### config.mk
export PLATFORM = sky130hd
export DESIGN_NAME = perspective_transform_arbiter_flat
export DESIGN_NICKNAME = d
export VERILOG_FILES = /design/src/rtl/perspective_transform_arbiter_if.sv /design/src/rtl/perspective_transform_arbiter.sv /design/src/flat_wrapper.sv
export SDC_FILE = /design/constraint.sdc
export NUM_CORES = 1
export LEC_CHECK = 0
export BUFFER_PORTS_ARGS = -buffer_cell sky130_fd_sc_hd__buf_2
export CAP_MARGIN = 20
export CORE_MARGIN = 5
export CORE_UTILIZATION = 45
export DETAILED_ROUTE_END_ITERATION = 7
export PLACE_DENSITY_LB_ADDON = 0.1
export REMOVE_ABC_BUFFERS = 1
export SKIP_LAST_GASP = 1
export SLEW_MARGIN = 40
export SYNTH_ARGS = -nofsm -noshare
export SYNTH_HDL_FRONTEND = slang
export SYNTH_SLANG_ARGS = --single-unit
### constraint.sdc
create_clock -name clk -period 2.3 [get_ports clk]
set_input_delay 0.115 -clock clk [delete_from_list [all_inputs] [get_ports clk]]
set_output_delay 0.115 -clock clk [all_outputs]
set_load 0.1 [all_outputs]
### src/rtl/perspective_transform_arbiter_if.sv
// Requester and result bus of the perspective transform arbiter.
// The arbiter connects through the slave modport; the requester side
// (or a bench standing in for it) connects through the master modport.
interface perspective_transform_arbiter_if #(
  parameter int N_REQ = 4
);
  logic [N_REQ-1:0]    req_valid;
  logic [N_REQ*11-1:0] req_x;
  logic [N_REQ*11-1:0] req_y;
  logic [N_REQ-1:0]    req_ready;
  logic                res_valid;
  logic [2:0]          res_id;
  logic [10:0]         res_x;
  logic [10:0]         res_y;

  modport master (
    output req_valid, req_x, req_y,
    input  req_ready, res_valid, res_id, res_x, res_y
  );

  modport slave (
    input  req_valid, req_x, req_y,
    output req_ready, res_valid, res_id, res_x, res_y
  );
endinterface

### src/rtl/perspective_transform_arbiter.sv
// Shares one fixed-latency perspective transform datapath between N_REQ
// requesters. A tag pipeline (valid + id) runs alongside the datapath so
// each transformed result is returned with the id of its owner.
// Build option: define PT_ARB_FIXED_PRIO_EN for fixed priority (lowest
// valid index wins); otherwise grants rotate round-robin.
module perspective_transform_arbiter #(
  parameter int N_REQ      = 4,
  parameter int PT_LATENCY = 3
) (
  input  logic        clk,
  input  logic        rst_n,
  input  logic        enable,
  perspective_transform_arbiter_if.slave bus,
  output logic [10:0] pt_x_coord,
  output logic [10:0] pt_y_coord,
  input  logic [10:0] pt_x_adj,
  input  logic [10:0] pt_y_adj,
  output logic [4:0]  inflight,
  output logic        idle
);
  localparam int IDX_W = $clog2(N_REQ);
  localparam int DEPTH = PT_LATENCY + 1;

  logic [10:0]      w_x [N_REQ];
  logic [10:0]      w_y [N_REQ];
  logic             w_grant_any;
  logic [IDX_W-1:0] w_grant_idx;
  logic [IDX_W-1:0] w_cand;

  logic [10:0]      r_pt_x;
  logic [10:0]      r_pt_y;
  logic [DEPTH-1:0] r_tag_vld;
  logic [2:0]       r_tag_id [DEPTH];
  logic             r_res_valid;
  logic [2:0]       r_res_id;
  logic [10:0]      r_res_x;
  logic [10:0]      r_res_y;
  logic [4:0]       r_inflight;

  // Unpack the flat coordinate buses so the grant index selects directly.
  for (genvar g = 0; g < N_REQ; g++) begin : g_unpack
    assign w_x[g] = bus.req_x[11*g +: 11];
    assign w_y[g] = bus.req_y[11*g +: 11];
  end

`ifdef PT_ARB_FIXED_PRIO_EN
  // Fixed priority: scan from the top so the lowest valid index is written last.
  always_comb begin
    // NOTE: every always_comb output gets a default first, so no path can infer a latch.
    w_grant_any = 1'b0;
    w_grant_idx = '0;
    w_cand      = '0;
    for (int i = N_REQ - 1; i >= 0; i--) begin
      w_cand = IDX_W'(i);
      if (bus.req_valid[w_cand]) begin
        w_grant_any = 1'b1;
        w_grant_idx = w_cand;
      end
    end
    if (!enable || !rst_n) w_grant_any = 1'b0;
  end
`else
  logic [IDX_W-1:0] r_last_grant;

  // Round-robin: scan offsets from far to near so the requester just after
  // the last grant is written last and therefore wins.
  always_comb begin
    // NOTE: every always_comb output gets a default first, so no path can infer a latch.
    w_grant_any = 1'b0;
    w_grant_idx = '0;
    w_cand      = '0;
    for (int off = N_REQ; off >= 1; off--) begin
      w_cand = IDX_W'((int'(r_last_grant) + off) % N_REQ);
      if (bus.req_valid[w_cand]) begin
        w_grant_any = 1'b1;
        w_grant_idx = w_cand;
      end
    end
    if (!enable || !rst_n) w_grant_any = 1'b0;
  end

  // Priority pointer moves only when a transfer actually happens.
  always_ff @(posedge clk or negedge rst_n) begin
    if (!rst_n)           r_last_grant <= IDX_W'(N_REQ - 1);
    // NOTE: sequential state uses non-blocking assignment so all flops update together.
    else if (w_grant_any) r_last_grant <= w_grant_idx;
  end
`endif

  assign bus.req_ready = w_grant_any ? (N_REQ'(1) << w_grant_idx) : '0;

  // Launch the granted coordinates into the datapath; hold otherwise.
  always_ff @(posedge clk or negedge rst_n) begin
    if (!rst_n) begin
      r_pt_x <= '0;
      r_pt_y <= '0;
    end else if (w_grant_any) begin
      r_pt_x <= w_x[w_grant_idx];
      r_pt_y <= w_y[w_grant_idx];
    end
  end

  // Tag pipeline mirroring the datapath latency plus the launch register.
  always_ff @(posedge clk or negedge rst_n) begin
    if (!rst_n) begin
      // NOTE: the tag array is reset because stale tags would emit phantom results after reset.
      r_tag_vld <= '0;
      for (int k = 0; k < DEPTH; k++) r_tag_id[k] <= '0;
    end else begin
      r_tag_vld   <= {r_tag_vld[DEPTH-2:0], w_grant_any};
      r_tag_id[0] <= 3'(w_grant_idx);
      for (int k = 1; k < DEPTH; k++) r_tag_id[k] <= r_tag_id[k-1];
    end
  end

  // Capture the transformed result when the matching tag reaches the end.
  always_ff @(posedge clk or negedge rst_n) begin
    if (!rst_n) begin
      r_res_valid <= 1'b0;
      r_res_id    <= '0;
      r_res_x     <= '0;
      r_res_y     <= '0;
    end else begin
      r_res_valid <= r_tag_vld[DEPTH-1];
      if (r_tag_vld[DEPTH-1]) begin
        r_res_id <= r_tag_id[DEPTH-1];
        r_res_x  <= pt_x_adj;
        r_res_y  <= pt_y_adj;
      end
    end
  end

  // Count transfers accepted but not yet returned.
  always_ff @(posedge clk or negedge rst_n) begin
    if (!rst_n) begin
      r_inflight <= '0;
    end else begin
      case ({w_grant_any, r_res_valid})
        2'b10:   r_inflight <= r_inflight + 5'd1;
        2'b01:   r_inflight <= r_inflight - 5'd1;
        default: r_inflight <= r_inflight;
      endcase
    end
  end

  assign pt_x_coord    = r_pt_x;
  assign pt_y_coord    = r_pt_y;
  assign bus.res_valid = r_res_valid;
  assign bus.res_id    = r_res_id;
  assign bus.res_x     = r_res_x;
  assign bus.res_y     = r_res_y;
  assign inflight      = r_inflight;
  assign idle          = (r_inflight == 5'd0) && !(|bus.req_valid);
endmodule

### src/flat_wrapper.sv
// flat-port wrapper written by rule: the top's interface ports become plain ports
module perspective_transform_arbiter_flat 
#(
  parameter int N_REQ      = 4,
  parameter int PT_LATENCY = 3
)
  (clk, rst_n, enable, pt_x_coord, pt_y_coord, pt_x_adj, pt_y_adj, inflight, idle, bus_req_valid, bus_req_x, bus_req_y, bus_req_ready, bus_res_valid, bus_res_id, bus_res_x, bus_res_y);
  perspective_transform_arbiter_if #(.N_REQ(N_REQ)) bus_i ();
  input  logic clk;
  input  logic rst_n;
  input  logic enable;
  output logic [10:0] pt_x_coord;
  output logic [10:0] pt_y_coord;
  input  logic [10:0] pt_x_adj;
  input  logic [10:0] pt_y_adj;
  output logic [4:0] inflight;
  output logic idle;
  input wire logic [$bits(bus_i.req_valid)-1:0] bus_req_valid;
  input wire logic [$bits(bus_i.req_x)-1:0] bus_req_x;
  input wire logic [$bits(bus_i.req_y)-1:0] bus_req_y;
  output wire logic [$bits(bus_i.req_ready)-1:0] bus_req_ready;
  output wire logic [$bits(bus_i.res_valid)-1:0] bus_res_valid;
  output wire logic [$bits(bus_i.res_id)-1:0] bus_res_id;
  output wire logic [$bits(bus_i.res_x)-1:0] bus_res_x;
  output wire logic [$bits(bus_i.res_y)-1:0] bus_res_y;
  assign bus_i.req_valid = bus_req_valid;
  assign bus_i.req_x = bus_req_x;
  assign bus_i.req_y = bus_req_y;
  assign bus_req_ready = bus_i.req_ready;
  assign bus_res_valid = bus_i.res_valid;
  assign bus_res_id = bus_i.res_id;
  assign bus_res_x = bus_i.res_x;
  assign bus_res_y = bus_i.res_y;
  perspective_transform_arbiter #(.N_REQ(N_REQ), .PT_LATENCY(PT_LATENCY)) u_core (.clk(clk), .rst_n(rst_n), .enable(enable), .bus(bus_i), .pt_x_coord(pt_x_coord), .pt_y_coord(pt_y_coord), .pt_x_adj(pt_x_adj), .pt_y_adj(pt_y_adj), .inflight(inflight), .idle(idle));
endmodule
* Word-level counts from Yosys, hierarchy flattened
Cells that the tools add are included.
** Storage, ports and cells
- Flip-flop bits (word level) :: 66
- Input bits :: 117
- Output and inout bits :: 58
- Word-level logic and storage cells :: 61
** Operators by class
- Add/sub/neg operators :: 6
- Magnitude comparators :: 5
- Equal/unequal tests :: 2
- Shift-type cells :: 1
- Muxes and demuxes :: 25
- Bitwise gates (word level) :: 1
- Reductions and logical operators :: 8
** Operator list (count)
- $bmux W11 S2 :: 2
- $mux W11 :: 4
- $lt A2 B3 Y1 const B :: 4
- $pmux W5 S2 :: 1
- $mux W1 :: 9
- $bmux W1 S2 :: 4
- $mux W2 :: 4
- $add A5 B1 Y5 const B :: 1
- $logic_not A5 Y1 :: 1
- $sub A5 B1 Y5 const B :: 1
- $add A2 B1 Y2 const B :: 2
- $add A2 B2 Y2 const B :: 2
- $mux W4 :: 1
- $reduce_or A4 Y1 :: 1
- $shl A1 B2 Y4 const A :: 1
- $ge A3 B3 Y1 const B :: 1
- $logic_not A1 Y1 :: 3
- $not A2 Y3 :: 1
- $eq A2 B1 Y1 const B :: 1
- $eq A2 B2 Y1 const B :: 1
- $reduce_bool A2 Y1 :: 1
- $logic_and A1 B1 Y1 :: 1
- $logic_or A1 B1 Y1 :: 1

* Logic depth before layout (Yosys ltp)
- Word-level depth :: 11
- Gate-level depth with buffers :: 13
- Depth with buffers taken out :: 11

* Worst setup path before layout
Ideal clock, no wire load.
- Path kind :: flip-flop to output port
- From :: register u_core.r_last_grant[0]
- To :: output bus_req_ready[0]
- Arrival time :: 2.529 ns
- Required time :: 2.185 ns
- Path slack :: -0.344 ns
- Stages on the path, launching flop included :: 7
- Buffers on the path :: 1
- Cells stage by stage :: dfstp_2 > and2b_4 > nor2_1 > a21oi_2 > nand2b_2 > buf_2 > nor2_1
** On the way
- Cells in the longest elaborated chain, start to end :: 9
- Elaborated cells between the ends (all ways) :: 23
- Those cells by class :: 4 x add/sub; 1 x shift; 18 x mux
** Ends and longest elaborated chain
- start: declaration :: line perspective_transform_arbiter.sv:63 : logic [IDX_W-1:0] r_last_grant;
- start signal: assignment :: line perspective_transform_arbiter.sv:84 : if (!rst_n) r_last_grant <= IDX_W'(N_REQ - 1);
- start signal: assignment :: line perspective_transform_arbiter.sv:86 : else if (w_grant_any) r_last_grant <= w_grant_idx;
- $add A2 B1 Y2 :: line perspective_transform_arbiter.sv:73 : w_cand = IDX_W'((int'(r_last_grant) + off) % N_REQ);
- $bmux W1 S2 :: line perspective_transform_arbiter.sv:74 : if (bus.req_valid[w_cand]) begin
- $mux W1 (not written as such) :: line perspective_transform_arbiter.sv:74
- $mux W2 (3 in series) :: line perspective_transform_arbiter.sv:74
- $mux W2 (*) :: line perspective_transform_arbiter.sv:74
- named net u_core.w_grant_idx[1] :: line perspective_transform_arbiter.sv:27 : logic [IDX_W-1:0] w_grant_idx;
- $shl A1 B2 Y4 (*) :: line perspective_transform_arbiter.sv:90 : assign bus.req_ready = w_grant_any ? (N_REQ'(1) << w_grant_idx) : '0;
- $mux W4 (*) :: line perspective_transform_arbiter.sv:90
- end: declaration :: line flat_wrapper.sv:21 : output wire logic [$bits(bus_i.req_ready)-1:0] bus_req_ready;
The timed path passes the listed nets; every way through them passes the cells marked *. The select of a mux whose other input is x is not followed.

* Worst setup path after layout
- From :: register u_core.r_last_grant[0]
- To :: output bus_req_ready[1]
The elaborated chain is that of the path after synthesis.

==> impl_metrics.py <==
metrics = {
    "setup_path": {
        "path_class": "flip-flop to primary output",
        "cp_slowest_cell": "dfstp_2",
        "slowest_delay_ps": 550,
        "critPathArrivalTime_ps": 2040,
        "crit_fanout": 9,
        "start_kind": "flip-flop",
        "worstSetupEndpointType": "primary output",
        "crit_chain": "and2b_4 -> nor2_1 -> a21oi_2 -> nand2b_2 -> nor2b_1 -> buf_12",
        "required_ps": 2180,
    },
    "yosys": {
        "yosysWarnings": 0,
        "synth.avg_cell_area_um2": 12.4,
        "yosys_register_bits": 66,
        "synth-edff-count": 0,
        "async_flop_share_pct": 100,
        "seq_area_frac_synth_pct": 52.3,
        "syn-cell-area_um2": 3160,
        "synth_top_area_share_pct": 50.6,
        "synth.most_common_cell": "dfrtp_1",
        "yosysUniqueCellTypes": 37,
        "synthFlopType": "dfrtp_1",
        "synth_top_area_cell": "dfrtp_1",
        "synth_area_leaders": "dfrtp_1, mux2i_1, mux2_2, o221ai_1, nand2_1",
        "yosys-top-cells-count": "dfrtp_1, mux2i_1, nand2_1",
        "netlist_instances": 255,
    },
    "clocking": {
        "clkTransAtPathRegs_ps": 70,
        "cts.sinks": 66,
        "htreeDepth": 3,
        "cts_tree": "built",
        "cts_root_buf": "clkbuf_8",
        "clkLatencyLatePin_ps": 310,
        "post_cts_buffers": 0,
        "cts_buffer_depth": 2,
        "cts-buffers-inserted": 9,
    },
    "die": {
        "die_x_um": 93.8,
        "fp.coreArea_um2": 6830,
        "io_pins": 175,
        "start_util_pct": 46.3,
        "die_h_um": 93.8,
        "rows": 30,
        "die_area_um2": 8810,
    },
    "power_and_ir_drop": {
        "p_leak_uw": 0.00229,
        "p_per_area_nw_per_um2": 1290,
        "ir_drop_mv": 0.641,
        "power_uw": 5590,
    },
    "timing": {
        "grt_setup_unrepaired": "false",
        "setup_viol": 0,
        "finalCriticalPeriod_ps": 2150,
        "min_period_over_period_pct": 93.5,
        "finalMaxSlewViolations": 0,
        "fin_worst_skew_ps": 7.11,
        "hold_viol": 0,
        "worst_slew_pin_slew_ps": 577,
        "fmax_mhz": 465,
        "setup_ws_ps": 149,
        "relSlewSlack_pct": 61.6,
    },
    "grt": {
        "grt_max_degree": 67,
        "antenna_found_initial": 0,
        "grt_pass1_wl_um": 12200,
        "overflow": 0,
        "grt_use_total_pct": 17.5,
        "grt_pass1_vias": 2643,
    },
    "final_layout": {
        "drive_gt1_share_pct": 52.5,
        "nets": 550,
        "syn_to_final_growth_pct": 37.4,
        "antenna_cells": 0,
        "final_core_utilization_pct": 63.6,
        "final_area_um2": 4350,
        "fillers": 599,
    },
    "detailed_routing": {
        "detail_route.wl_per_cell_um": 14.6,
        "vias": 2594,
        "viasPerCell": 4.89,
        "totalWireLength_um": 7730,
        "first_pass_iters": 4,
        "drt_iter0_markers": 58,
        "drc": 0,
        "final_antenna_net_count": 0,
    },
    "run": {
        "drv_cap": 0,
    },
    "place": {
        "dpl_worst_slack_ps": 243,
        "dpl_cell_area_um2": 4150,
        "globalplace.congestion": 0.841,
        "hpwl_um": 6010,
        "io_buffers": 173,
    },
    "min_path": {
        "hold_path.class": "primary input to flip-flop",
    },
    "status": {
        "outcome": "finished, final reports clean",
    },
}
[final cells by class]
type | instances | area, um^2 | area share, %
multi-input cells | 169 | 1370 | 31.5
flip-flops and latches | 66 | 1650 | 38.1
inverters | 3 | 11.3 | 0.259
well taps | 96 | 120 | 2.76
clock inverters | 3 | 40.0 | 0.921
clock buffers | 12 | 145 | 3.34
repair buffers | 181 | 1000 | 23.1
[sequential cells by signal, summed over array words and instances (netlist names)]
signal,count
u_core.bus.res_id,2
u_core.pt_y_coord,11
u_core.bus.res_x,11
u_core.pt_x_coord,11
u_core.r_last_grant,2
u_core.r_tag_id,8
u_core.inflight,5
u_core.bus.res_y,11
u_core.r_tag_vld,4
u_core.bus.res_valid,1
[final timing paths]
kind	startpoint	endpoint	slack (ps)	depth (start not counted)
max in group asynchronous	rst_n	u_core.pt_x_coord[7]	1440	3
min	pt_y_adj[5]	u_core.bus.res_y[5]	30	2
min in group asynchronous	rst_n	u_core.inflight[4]	450	3
max	u_core.r_last_grant[0]	bus_req_ready[1]	150	6
min reg2reg	u_core.r_tag_id[10]	u_core.r_tag_id[7]	350	0
max reg2reg	u_core.bus.res_valid	u_core.inflight[4]	450	8
[worst max-delay path, delay by kind of cell (launching register included)]
family                 cells  cell delay [ps]
and+or+nand+nor            4              850
DFF                        1              550
buffers and inverters      1              210
AOI/OAI and AO/OA          1              100
[per-layer routing]
metal,global-route usage [%],part of all wire (%),vias to the layer above
met5,0,0,-
met4,6.74,1.5,0
met3,5.37,9.2,10
met2,28.6,49,127
met1,21.8,40,1187
li1,-,-,1270
[where the power goes]
part / switching [uW] / internal, uW / total [uW]
clock: 386 / 522 / 908
combinational: 2380 / 645 / 3030
sequential: 202 / 1460 / 1660
[placed cells by master (no fill, tap or decap), types with 2 or more instances in the layout]
| master | netlist | layout |
|---|---|---|
| a21oi_1 | 3 | 3 |
| inv_1 | 2 | 2 |
| clkbuf_1 | 5 | 2 |
| o221ai_1 | 22 | 22 |
| nand2_1 | 31 | 31 |
| nor2b_1 | 3 | 3 |
| buf_12 | 0 | 5 |
| a21o_1 | 2 | 2 |
| dfstp_2 | 2 | 2 |
| clkbuf_8 | 0 | 10 |
| mux2i_1 | 44 | 44 |
| buf_2 | 6 | 169 |
| buf_4 | 1 | 5 |
| dfrtp_1 | 64 | 64 |
| ha_1 | 3 | 3 |
| o21ai_0 | 3 | 3 |
| clkinv_2 | 0 | 2 |
| mux2_2 | 25 | 25 |
| nor2_1 | 11 | 11 |
| xor2_1 | 5 | 5 |
[per-stage QoR]
stage | instances | hold WS, ps | TNS (ps)
after floorplan | 238 | -181 | -4320
after CTS | 529 | 5.59 | 0
after detailed placement | 514 | 335 | 0
after global placement | 514 | 332 | 0
final | 530 | 27.8 | 0
after global routing | 530 | 5.30 | 0
[cells by family (layout without fill, tap and decap cells)]
group           count (synthesis)  in the layout  share of synthesized area (%)
flops                          66             66                           52.3
mux                            69             69                           22.8
compound gates                 37             37                           10.0
fa+ha+maj                       3              3                           1.19
simple gates                   53             53                           7.48
other cells                     1              1                          0.119
buf+inv                        20            199                           4.39
xor+xnor                        6              6                           1.66
[timing repair]
action | CTS | global route
resized for setup | 0 | 0
hold buffers | 0 | 1
endpoints found under the setup margin | 0 | 0
endpoints found under the hold margin | 0 | 64
Power figures use the tool's default switching activity.
